### src/rtl/script_loader_pkg.sv
// Shared definitions for the script loader and the automatic executor:
// FSM encoding, read-path selection and the executor opcode set.
package script_loader_pkg;

  typedef enum logic [2:0] {
    IDLE,
    LOAD_LO,
    LOAD_HI,
    DONE,
    ERR
  } state_t;

  typedef enum logic [1:0] {
    SEL_NOP,
    SEL_END,
    SEL_DATA
  } read_sel_t;

  // Executor opcodes; none of them is zero, so an all-zero word stalls the executor
  localparam logic [4:0] OP_UP    = 5'b00001;
  localparam logic [4:0] OP_DOWN  = 5'b00010;
  localparam logic [4:0] OP_LEFT  = 5'b00011;
  localparam logic [4:0] OP_RIGHT = 5'b00100;
  localparam logic [4:0] OP_WAIT  = 5'b00101;
  localparam logic [4:0] OP_END   = 5'b10100;

  localparam logic [15:0] NOP_WORD = 16'h0000;
  localparam logic [15:0] END_WORD = {8'h00, 3'b000, OP_END};

  function automatic logic [15:0] end_word(input logic [4:0] op);
    return {8'h00, 3'b000, op};
  endfunction

endpackage

### src/rtl/script_loader_if.sv
// Host/executor-facing bus of the script loader: UART byte stream in,
// instruction fetch by byte pc, and load status out.
interface script_loader_if #(
  parameter int ADDR_W = 8
);
  logic              load_start;
  logic              rx_valid;
  logic [7:0]        rx_byte;
  logic [ADDR_W-1:0] pc;
  logic [15:0]       script;
  logic              ready;
  logic [ADDR_W-1:0] len;
  logic              error;

  modport master (
    output load_start, rx_valid, rx_byte, pc,
    input  script, ready, len, error
  );

  modport slave (
    input  load_start, rx_valid, rx_byte, pc,
    output script, ready, len, error
  );
endinterface

### src/rtl/script_loader_ram.sv
// Byte-wide script store: one byte write port and a registered read port
// returning the 16-bit word {odd byte, even byte}. The array has no reset.
module script_ram #(
  parameter int ADDR_W = 8
) (
  input  logic              clk,
  input  logic              we,
  input  logic [ADDR_W-1:0] waddr,
  input  logic [7:0]        wdata,
  input  logic [ADDR_W-2:0] raddr,
  output logic [15:0]       rdata
);
  localparam int DEPTH = 2 ** ADDR_W;

  logic [7:0] mem [DEPTH];

  always_ff @(posedge clk) begin
    if (we) begin
      mem[waddr] <= wdata;
    end
    rdata <= {mem[{raddr, 1'b1}], mem[{raddr, 1'b0}]};
  end
endmodule

### src/rtl/script_loader.sv
// Script store for the automatic executor: packs UART bytes into 16-bit
// instructions, detects END / overflow / timeout, and serves words by pc.
module script_loader
  import script_loader_pkg::*;
#(
  parameter int          ADDR_W      = 8,
  parameter logic [4:0]  END_OP      = OP_END,
  parameter logic [23:0] TIMEOUT_CYC = 24'd10_000_000
) (
  input logic            clk,
  input logic            rst,
  script_loader_if.slave bus
);
  localparam logic [ADDR_W-1:0] PTR_ONE    = 1;
  localparam logic [ADDR_W:0]   LEN_ONE    = 1;
  localparam logic [23:0]       TIMER_LAST = TIMEOUT_CYC - 24'd1;

  state_t            state, state_nxt;
  logic [ADDR_W-1:0] wptr, wptr_nxt;
  logic [ADDR_W:0]   len_q, len_nxt;
  logic [23:0]       timer, timer_nxt;
  logic [4:0]        lo_op, lo_op_nxt;
  read_sel_t         sel_q, sel_nxt;
  logic              we;
  logic [15:0]       rd_word;
  logic [ADDR_W:0]   word_base;
  logic              unused_pc_lsb;

  always_ff @(posedge clk) begin
    if (rst) begin
      state <= IDLE;
      wptr  <= '0;
      len_q <= '0;
      timer <= '0;
      lo_op <= '0;
      sel_q <= SEL_NOP;
    end else begin
      state <= state_nxt;
      wptr  <= wptr_nxt;
      len_q <= len_nxt;
      timer <= timer_nxt;
      lo_op <= lo_op_nxt;
      sel_q <= sel_nxt;
    end
  end

  always_comb begin
    state_nxt = state;
    wptr_nxt  = wptr;
    len_nxt   = len_q;
    timer_nxt = timer;
    lo_op_nxt = lo_op;
    we        = 1'b0;
    if (bus.load_start) begin
      state_nxt = LOAD_LO;
      wptr_nxt  = '0;
      len_nxt   = '0;
      timer_nxt = '0;
    end else begin
      case (state)
        LOAD_LO: begin
          if (bus.rx_valid) begin
            we        = 1'b1;
            lo_op_nxt = bus.rx_byte[4:0];
            wptr_nxt  = wptr + PTR_ONE;
            timer_nxt = '0;
            state_nxt = LOAD_HI;
          end
        end
        LOAD_HI: begin
          if (bus.rx_valid) begin
            we       = 1'b1;
            wptr_nxt = wptr + PTR_ONE;
            len_nxt  = {1'b0, wptr} + LEN_ONE;
            // The carry bit of the widened count flags a completely filled store
            if (lo_op == END_OP) begin
              state_nxt = DONE;
            end else if (len_nxt[ADDR_W]) begin
              state_nxt = ERR;
            end else begin
              state_nxt = LOAD_LO;
            end
          end else if (timer == TIMER_LAST) begin
            state_nxt = ERR;
          end else begin
            timer_nxt = timer + 24'd1;
          end
        end
        default: begin
        end
      endcase
    end
  end

  // len_q carries one extra bit so a script that exactly fills the store still
  // resolves reads correctly; the port shows only the low ADDR_W bits.
  assign word_base = {1'b0, bus.pc[ADDR_W-1:1], 1'b0};

  always_comb begin
    sel_nxt = SEL_NOP;
    if (state == DONE) begin
      sel_nxt = (word_base >= len_q) ? SEL_END : SEL_DATA;
    end
  end

  script_ram #(
    .ADDR_W(ADDR_W)
  ) u_ram (
    .clk   (clk),
    .we    (we),
    .waddr (wptr),
    .wdata (bus.rx_byte),
    .raddr (bus.pc[ADDR_W-1:1]),
    .rdata (rd_word)
  );

  always_comb begin
    case (sel_q)
      SEL_DATA: bus.script = rd_word;
      SEL_END:  bus.script = end_word(END_OP);
      default:  bus.script = NOP_WORD;
    endcase
  end

  assign bus.ready     = (state == DONE);
  assign bus.error     = (state == ERR);
  assign bus.len       = len_q[ADDR_W-1:0];
  assign unused_pc_lsb = bus.pc[0];
endmodule

### src/flat_wrapper.sv
// flat-port wrapper written by rule: the top's interface ports become plain ports
module script_loader_flat import script_loader_pkg::*;
#(
  parameter int          ADDR_W      = 8,
  parameter logic [4:0]  END_OP      = OP_END,
  parameter logic [23:0] TIMEOUT_CYC = 24'd10_000_000
)
  (clk, rst, bus_load_start, bus_rx_valid, bus_rx_byte, bus_pc, bus_script, bus_ready, bus_len, bus_error);
  script_loader_if #(.ADDR_W(ADDR_W)) bus_i ();
  input logic clk;
  input logic rst;
  input wire logic [$bits(bus_i.load_start)-1:0] bus_load_start;
  input wire logic [$bits(bus_i.rx_valid)-1:0] bus_rx_valid;
  input wire logic [$bits(bus_i.rx_byte)-1:0] bus_rx_byte;
  input wire logic [$bits(bus_i.pc)-1:0] bus_pc;
  output wire logic [$bits(bus_i.script)-1:0] bus_script;
  output wire logic [$bits(bus_i.ready)-1:0] bus_ready;
  output wire logic [$bits(bus_i.len)-1:0] bus_len;
  output wire logic [$bits(bus_i.error)-1:0] bus_error;
  assign bus_i.load_start = bus_load_start;
  assign bus_i.rx_valid = bus_rx_valid;
  assign bus_i.rx_byte = bus_rx_byte;
  assign bus_i.pc = bus_pc;
  assign bus_script = bus_i.script;
  assign bus_ready = bus_i.ready;
  assign bus_len = bus_i.len;
  assign bus_error = bus_i.error;
  script_loader #(.ADDR_W(ADDR_W), .END_OP(END_OP), .TIMEOUT_CYC(TIMEOUT_CYC)) u_core (.clk(clk), .rst(rst), .bus(bus_i));
endmodule
### config.mk
export PLATFORM = sky130hd
export DESIGN_NAME = script_loader_flat
export DESIGN_NICKNAME = d
export VERILOG_FILES = /design/src/rtl/script_loader_pkg.sv /design/src/rtl/script_loader_if.sv /design/src/rtl/script_loader_ram.sv /design/src/rtl/script_loader.sv /design/src/flat_wrapper.sv
export SDC_FILE = /design/constraint.sdc
export NUM_CORES = 2
export LEC_CHECK = 0
export ABC_CLOCK_PERIOD_IN_PS = 3100
export CAP_MARGIN = 10
export CELL_PAD_IN_SITES_DETAIL_PLACEMENT = 1
export CELL_PAD_IN_SITES_GLOBAL_PLACEMENT = 1
export CORE_MARGIN = 2
export CORE_UTILIZATION = 51
export CTS_BUF_LIST = sky130_fd_sc_hd__clkbuf_4 sky130_fd_sc_hd__clkbuf_8 sky130_fd_sc_hd__clkbuf_16
export DETAILED_ROUTE_END_ITERATION = 7
export PLACE_DENSITY_LB_ADDON = 0.1
export SLEW_MARGIN = 20
export SYNTH_ARGS = -nofsm -noshare
export SYNTH_HDL_FRONTEND = slang
export SYNTH_HIERARCHICAL = 1
export SYNTH_SLANG_ARGS = --single-unit
### constraint.sdc
create_clock -name clk -period 3.1 [get_ports clk]
set_input_delay 0.62 -clock clk [delete_from_list [all_inputs] [get_ports clk]]
set_output_delay 0.62 -clock clk [all_outputs]
set_load 0.02 [all_outputs]
======== Word level (Yosys, flattened, before mapping) ========
Memories as Yosys holds them, arrays and structs flattened. A register that Yosys moved wholly into a read port is not among the register bits.
Index checks and enable logic that the tools add are counted.
storage, ports and cells
  register bits after elaboration ......... 51
  memory bits (writable) .................. 2048
  output and inout port bits .............. 26
  logic and storage cells ................. 57
  memories kept ........................... 1
memory list
  name              words  width  read ports  clocked after Yosys merged registers in  wr ports  RTL line                 text
  u_core.u_ram.mem  256    8      2           2                                        1         script_loader_ram.sv:15  logic [7:0] mem [DEPTH];
operators by class
  add/subtract/negate cells ............... 3
  order comparisons ....................... 1
  equality and inequality tests ........... 14
  muxes and demuxes ....................... 18
  bitwise operators ....................... 2
  reduce and logical (&&, ||, !) cells .... 11
operators with widths
  cell                                                                     number
  24-bit 2-to-1 mux                                                        3
  24-bit case mux with 2 select lines                                      1
  16-bit case mux with 2 select lines                                      1
  24-bit by 1-bit adder with 24-bit output, second input constant          1
  24-bit == test, second input constant                                    1
  3-bit 2-to-1 mux                                                         5
  8-bit by 1-bit adder with 9-bit output, second input constant            1
  8-bit by 9-bit greater-or-equal comparator with 1-bit output             1
  3-bit AND reduction                                                      3
  8-bit by 1-bit adder with 8-bit output, second input constant            1
  3-bit by 2-bit == test with 1-bit output, second input constant          2
  1-bit 2-to-1 mux                                                         6
  2-bit inequality test, second input constant                             3
  3-bit case mux with 2 select lines                                       1
  2-bit OR reduction                                                       3
  5-bit == test, second input constant                                     1
  4-bit by 3-bit inequality test with 1-bit output, second input constant  1
  2-bit AND reduction                                                      2
  4-bit AND reduction                                                      1
  3-bit by 1-bit == test with 1-bit output, second input constant          1
  3-bit == test, second input constant                                     1
  3-bit by 2-bit inequality test with 1-bit output, second input constant  1
  3-bit inequality test, second input constant                             1
  3-bit nonzero test                                                       1
  5 further kinds                                                          6

======== Depth between registers and ports, before layout ========
  word-level depth ........................ 6
  gate-level depth with buffers ........... 9
  depth with buffers taken out ............ 7

======== By module ========
Netlist, hierarchy kept.
by module, submodules not included
  module         times used  cells an instance  area each (sq um)
  script_ram     1           3262               79194.7
  script_loader  1           357                2884.0

======== Least setup slack after synthesis ========
No wires, ideal clock.
  kind .................................... input to register
  from .................................... in bus_pc[1]
  to ...................................... reg u_core.u_ram.rdata[0], read port of u_core.u_ram.mem
  arrival time ............................ 2.994 ns
  data required time ...................... 2.979 ns
  slack ................................... -0.015 ns
  cell stages on the path ................. 6
  path through ............................ buf_2 -> buf_1 -> mux4_2 -> mux4_2 -> mux4_2 -> mux2_2
RTL lines
  item         RTL line                 text
  from (decl)  flat_wrapper.sv:15       input wire logic [$bits(bus_i.pc)-1:0] bus_pc;
  to (decl)    script_loader_ram.sv:11  output logic [15:0] rdata

======== Worst setup path in the final report ========
  from .................................... reg u_core.state[0]
  to ...................................... out bus_ready
on the way
  word-level cells in the longest chain between the ends .. 1
RTL lines
  item                                      RTL line              text
  from (decl)                               script_loader.sv:18   state_t state, state_nxt;
  from (signal assigned)                    script_loader.sv:38   state <= state_nxt;
  3-bit by 2-bit == test with 1-bit output  script_loader.sv:125  assign bus.ready = (state == DONE);
  to (decl)                                 flat_wrapper.sv:17    output wire logic [$bits(bus_i.ready)-1:0] bus_ready;
No other way between the ends.

==> results summary <==
The master of the slowest instance on the critical path is sky130_fd_sc_hd__clkdlybuf4s50_1. Of the total power, combinational logic draws 0.048. The minimum clock period after layout is 2890 ps. For this configuration, the core starts out at a cell density of 0.512. Of the total power, the share spent switching nets is 0.203. The routability congestion estimate is 0.865. The worst pin sits at a relative slew slack of 0.353.

The H-tree was split into 4 levels. At the later pin of the worst-skew pair, clock insertion delay measures 830 ps. Setup repair after global routing left no endpoint under its margin.

The sequential share of power came out at 0.522. In the synthesized netlist the async set-or-reset flop fraction comes to 0. In the post-route analysis, the smallest setup slack over all paths is 213 ps. The combined area of all synthesized cells is 0.0821 sq mm. The final wirelength came out at 209,000 microns.

After layout, the design draws a total of 60.2 mW. The net load switching power came out at 12.2 mW. In this run the worst hold path is classified as primary input to flip-flop. Walking the worst path, the cells encountered are nand3b_1 > inv_1 > clkdlybuf4s50_1. In the global route stage, overall resource usage came out at 0.261. The total die area is between 0.15 and 0.2 sq mm. Once placement finished, the instance area stood at 0.0893 sq mm. The largest buffer count on any clock path is 3. At the end of the flow the core is filled with cells to 0.601. Sorting the synthesized cells by how often they occur yields 2,048 x sky130_fd_sc_hd__edfxtp_1, 672 x sky130_fd_sc_hd__mux4_2, 308 x sky130_fd_sc_hd__nor2_1. The number of placed instances, taps included came out at 6,128. The mean cell area of the mapped netlist is approximately 23 sq um. The final clock skew came out at 27.2 ps.

The post-detailed-placement half-perimeter wirelength is ~140,000 microns. The power per cell area came out at 625 mW/mm^2. The via density per instance came out at 6.14. For this run, the leading register cell type out of synthesis is sky130_fd_sc_hd__edfxtp_1. The TritonCTS clock tree is yes.

The post-route cell area came out at approximately 0.096 sq mm. Input and output buffers added on the ports amount to 44. Among cell families on the critical path, the largest total delay comes from buffers and inverters. The DRC violations left is 0.

The area growth from synthesis to layout is 17.4%. The number of buffers inserted during clock tree synthesis came out at 208. The sort of element at the start of the critical path is a flip-flop.

The arrival time of the worst setup path is 2270 ps. The average wire per cell in the routed design is ~32 microns. The biggest area contributor in the post-synthesis netlist is sky130_fd_sc_hd__edfxtp_1. The worst setup path is of the flip-flop to output port kind. For this run, the register share of the synthesized area comes to 0.766.

Yosys printed 6 warnings. The max-slew violation total from the final report was 0. The cell-internal power came out at 48.0 mW. The hold buffer count at cts is 0. The number of nets in the layout came out at 4,209.

The number of buffers and inverters on the critical path is 2. The initialized floorplan defines 147 standard-cell rows. The die extent in x came out at between 400 and 500 microns. The count of cells resized by post-cts repair is 18.

At the pin with the least slew margin, the transition time is 971 ps. The maximum vdd ir drop came out at 0.000448 V. The sum of negative setup slack is 0 ps. Across the run, the number of max-cap violations was 0. Of the total power, the clock network draws 0.430. The die height came out at 405 microns. The register bit total from synthesis is 2,115. The share of synthesized area in the top cell type comes to 0.749. The number of detailed-route iterations in the first pass came out at 8. The post-CTS setup buffer count came out at 0. The data required time at the worst endpoint came out at ~2500 ps. The post-synthesis net count is 3,650.

The clock tree root driver cell is sky130_fd_sc_hd__clkbuf_16. The via count of the first global-routing pass came out at around 42,000. Of the cells placed in the final design, the portion with a size suffix greater than 1 is 0.364.

The I/O pin count is 46. The first global-routing pass estimated 305,000 microns of wire. Entering global routing, the biggest net connects 99 pins. The final count of hold timing violations came to 0. For this design the static power due to leakage is approximately 31 nW. The count of different cell masters after synthesis is 55. The worst slack at placement is -324 ps. The largest single stage delay on the critical path is around 600 ps.

The run finished with clean final reports. The number of cells produced by synthesis is about 3,600. For this run, the top clock speed supported by timing is 0.346 GHz. The number of sinks on the clock net came out at approximately 2,100. The number of failing setup endpoints in the final timing report came out at 0. The most common cell in the netlist is sky130_fd_sc_hd__edfxtp_1. Ranked by total cell area, the synthesized netlist is headed by sky130_fd_sc_hd__edfxtp_1 75%, sky130_fd_sc_hd__mux4_2 18%, sky130_fd_sc_hd__dfxtp_1 1.6%. The number of design-rule violations left by the first detailed-router iteration came out at around 4,600. The count of placed standard cells in the final layout, fillers left out came out at ~6,500. The worst setup path is captured at an output port. The global route total overflow is 0. Dividing the final minimum period by the clock period gives 0.931. The number of nets still failing antenna checks after routing is 0. Hold is met by 284 ps. In this run the worst path has a maximum fanout of 8. The initial antenna violation count is 25. The final route contains ~40,000 vias. After floorplanning, the core was sized to cover 0.160 sq mm. The number of enable-type register cells in the synthesized netlist is between 2,000 and 2,500. The clock transition at the register clock pins on the worst setup and hold paths after CTS came out at about 60 ps.
-- worst paths after layout --
check / from / end / slack, ps / cells past startpoint
max: u_core/state[0]$_SDFFE_PP0P_ / bus_ready / 210 / 3
min: bus_rx_byte[7] / u_core/u_ram/mem[239][7]$_DFFE_PP_ / 280 / 1
max reg2reg: u_core/wptr[1]$_SDFFE_PP0N_ / u_core/state[0]$_SDFFE_PP0P_ / 360 / 6
min reg2reg: u_core/timer[20]$_SDFFE_PP0P_ / u_core/timer[20]$_SDFFE_PP0P_ / 480 / 1
-- cell families after synthesis --
family                     after synthesis  synth area share
adders and majority gates               11           0.00168
and+or+nand+nor                        467            0.0251
muxes                                  698             0.188
DFF                                   2115             0.766
AOI/OAI and AO/OA                       85           0.00666
buffers and inverters                  234            0.0122
xor gates and xnor gates                 9          0.000960
-- registers in the layout, summed over array words and instances, names as in the netlist --
register / count
u_core/u_ram/mem: 2048
u_core/timer: 24
u_core/u_ram/rdata: 16
u_core/len_q: 9
u_core/wptr: 8
u_core/lo_op: 5
u_core/state: 3
u_core/sel_q: 2
-- power by group through the flow --
stage | Clock [mW] | Combinational, mW | Sequential (mW)
global route | 27.3 | 3.06 | 31.4
floorplan | 0 | 1.46 | 32.0
global placement | 0 | 2.84 | 32.0
detailed placement | 0 | 2.94 | 32.0
finish | 25.9 | 2.90 | 31.4
CTS | 26.3 | 2.95 | 31.4
-- placed cells by master, fill, tap and decap left out, types with 7 or more instances in the layout --
| cell | instances |
|---|---|
| sky130_fd_sc_hd__edfxtp_1 | 2048 |
| sky130_fd_sc_hd__mux4_2 | 672 |
| sky130_fd_sc_hd__buf_4 | 441 |
| sky130_fd_sc_hd__nor2_1 | 308 |
| sky130_fd_sc_hd__clkbuf_16 | 214 |
| sky130_fd_sc_hd__buf_12 | 82 |
| sky130_fd_sc_hd__dfxtp_1 | 67 |
| sky130_fd_sc_hd__clkbuf_4 | 43 |
| sky130_fd_sc_hd__clkinv_1 | 43 |
| sky130_fd_sc_hd__nand3_1 | 42 |
| sky130_fd_sc_hd__clkinv_2 | 40 |
| sky130_fd_sc_hd__nand2_1 | 37 |
| sky130_fd_sc_hd__bufinv_16 | 29 |
| sky130_fd_sc_hd__a21oi_1 | 22 |
| sky130_fd_sc_hd__nand4_1 | 19 |
| sky130_fd_sc_hd__a31oi_1 | 17 |
| sky130_fd_sc_hd__mux2_2 | 16 |
| sky130_fd_sc_hd__inv_1 | 15 |
| sky130_fd_sc_hd__o21ai_0 | 15 |
| sky130_fd_sc_hd__clkdlybuf4s50_1 | 14 |
| sky130_fd_sc_hd__ha_1 | 11 |
| sky130_fd_sc_hd__mux2i_1 | 10 |
| sky130_fd_sc_hd__clkinvlp_4 | 9 |
| sky130_fd_sc_hd__dlygate4sd2_1 | 9 |
| sky130_fd_sc_hd__nor2b_1 | 9 |
| sky130_fd_sc_hd__clkbuf_8 | 8 |
| sky130_fd_sc_hd__and2_1 | 8 |
| sky130_fd_sc_hd__dlymetal6s2s_1 | 7 |
-- per-layer routing --
| layer | global-route usage | routed length [microns] | share of wire |
|---|---|---|---|
| met3 | 0.0446 | 15100 | 0.072 |
| met2 | 0.413 | 102000 | 0.49 |
| met5 | 0 | 35 | 0.00017 |
| met4 | 0.0557 | 3840 | 0.018 |
| met1 | 0.388 | 88200 | 0.42 |
-- final cells by class --
type	count	area (sq um)
clock inverter	127	1360
antenna	2	5.00
timing repair buffer	568	5450
clock buffer	257	5680
tap	2160	2700
multi-input combinational	1270	18300
inverter	15	56.3
fill	13000	63800
sequential	2115	62800
Note: power is estimated with default switching activity, not from simulation.
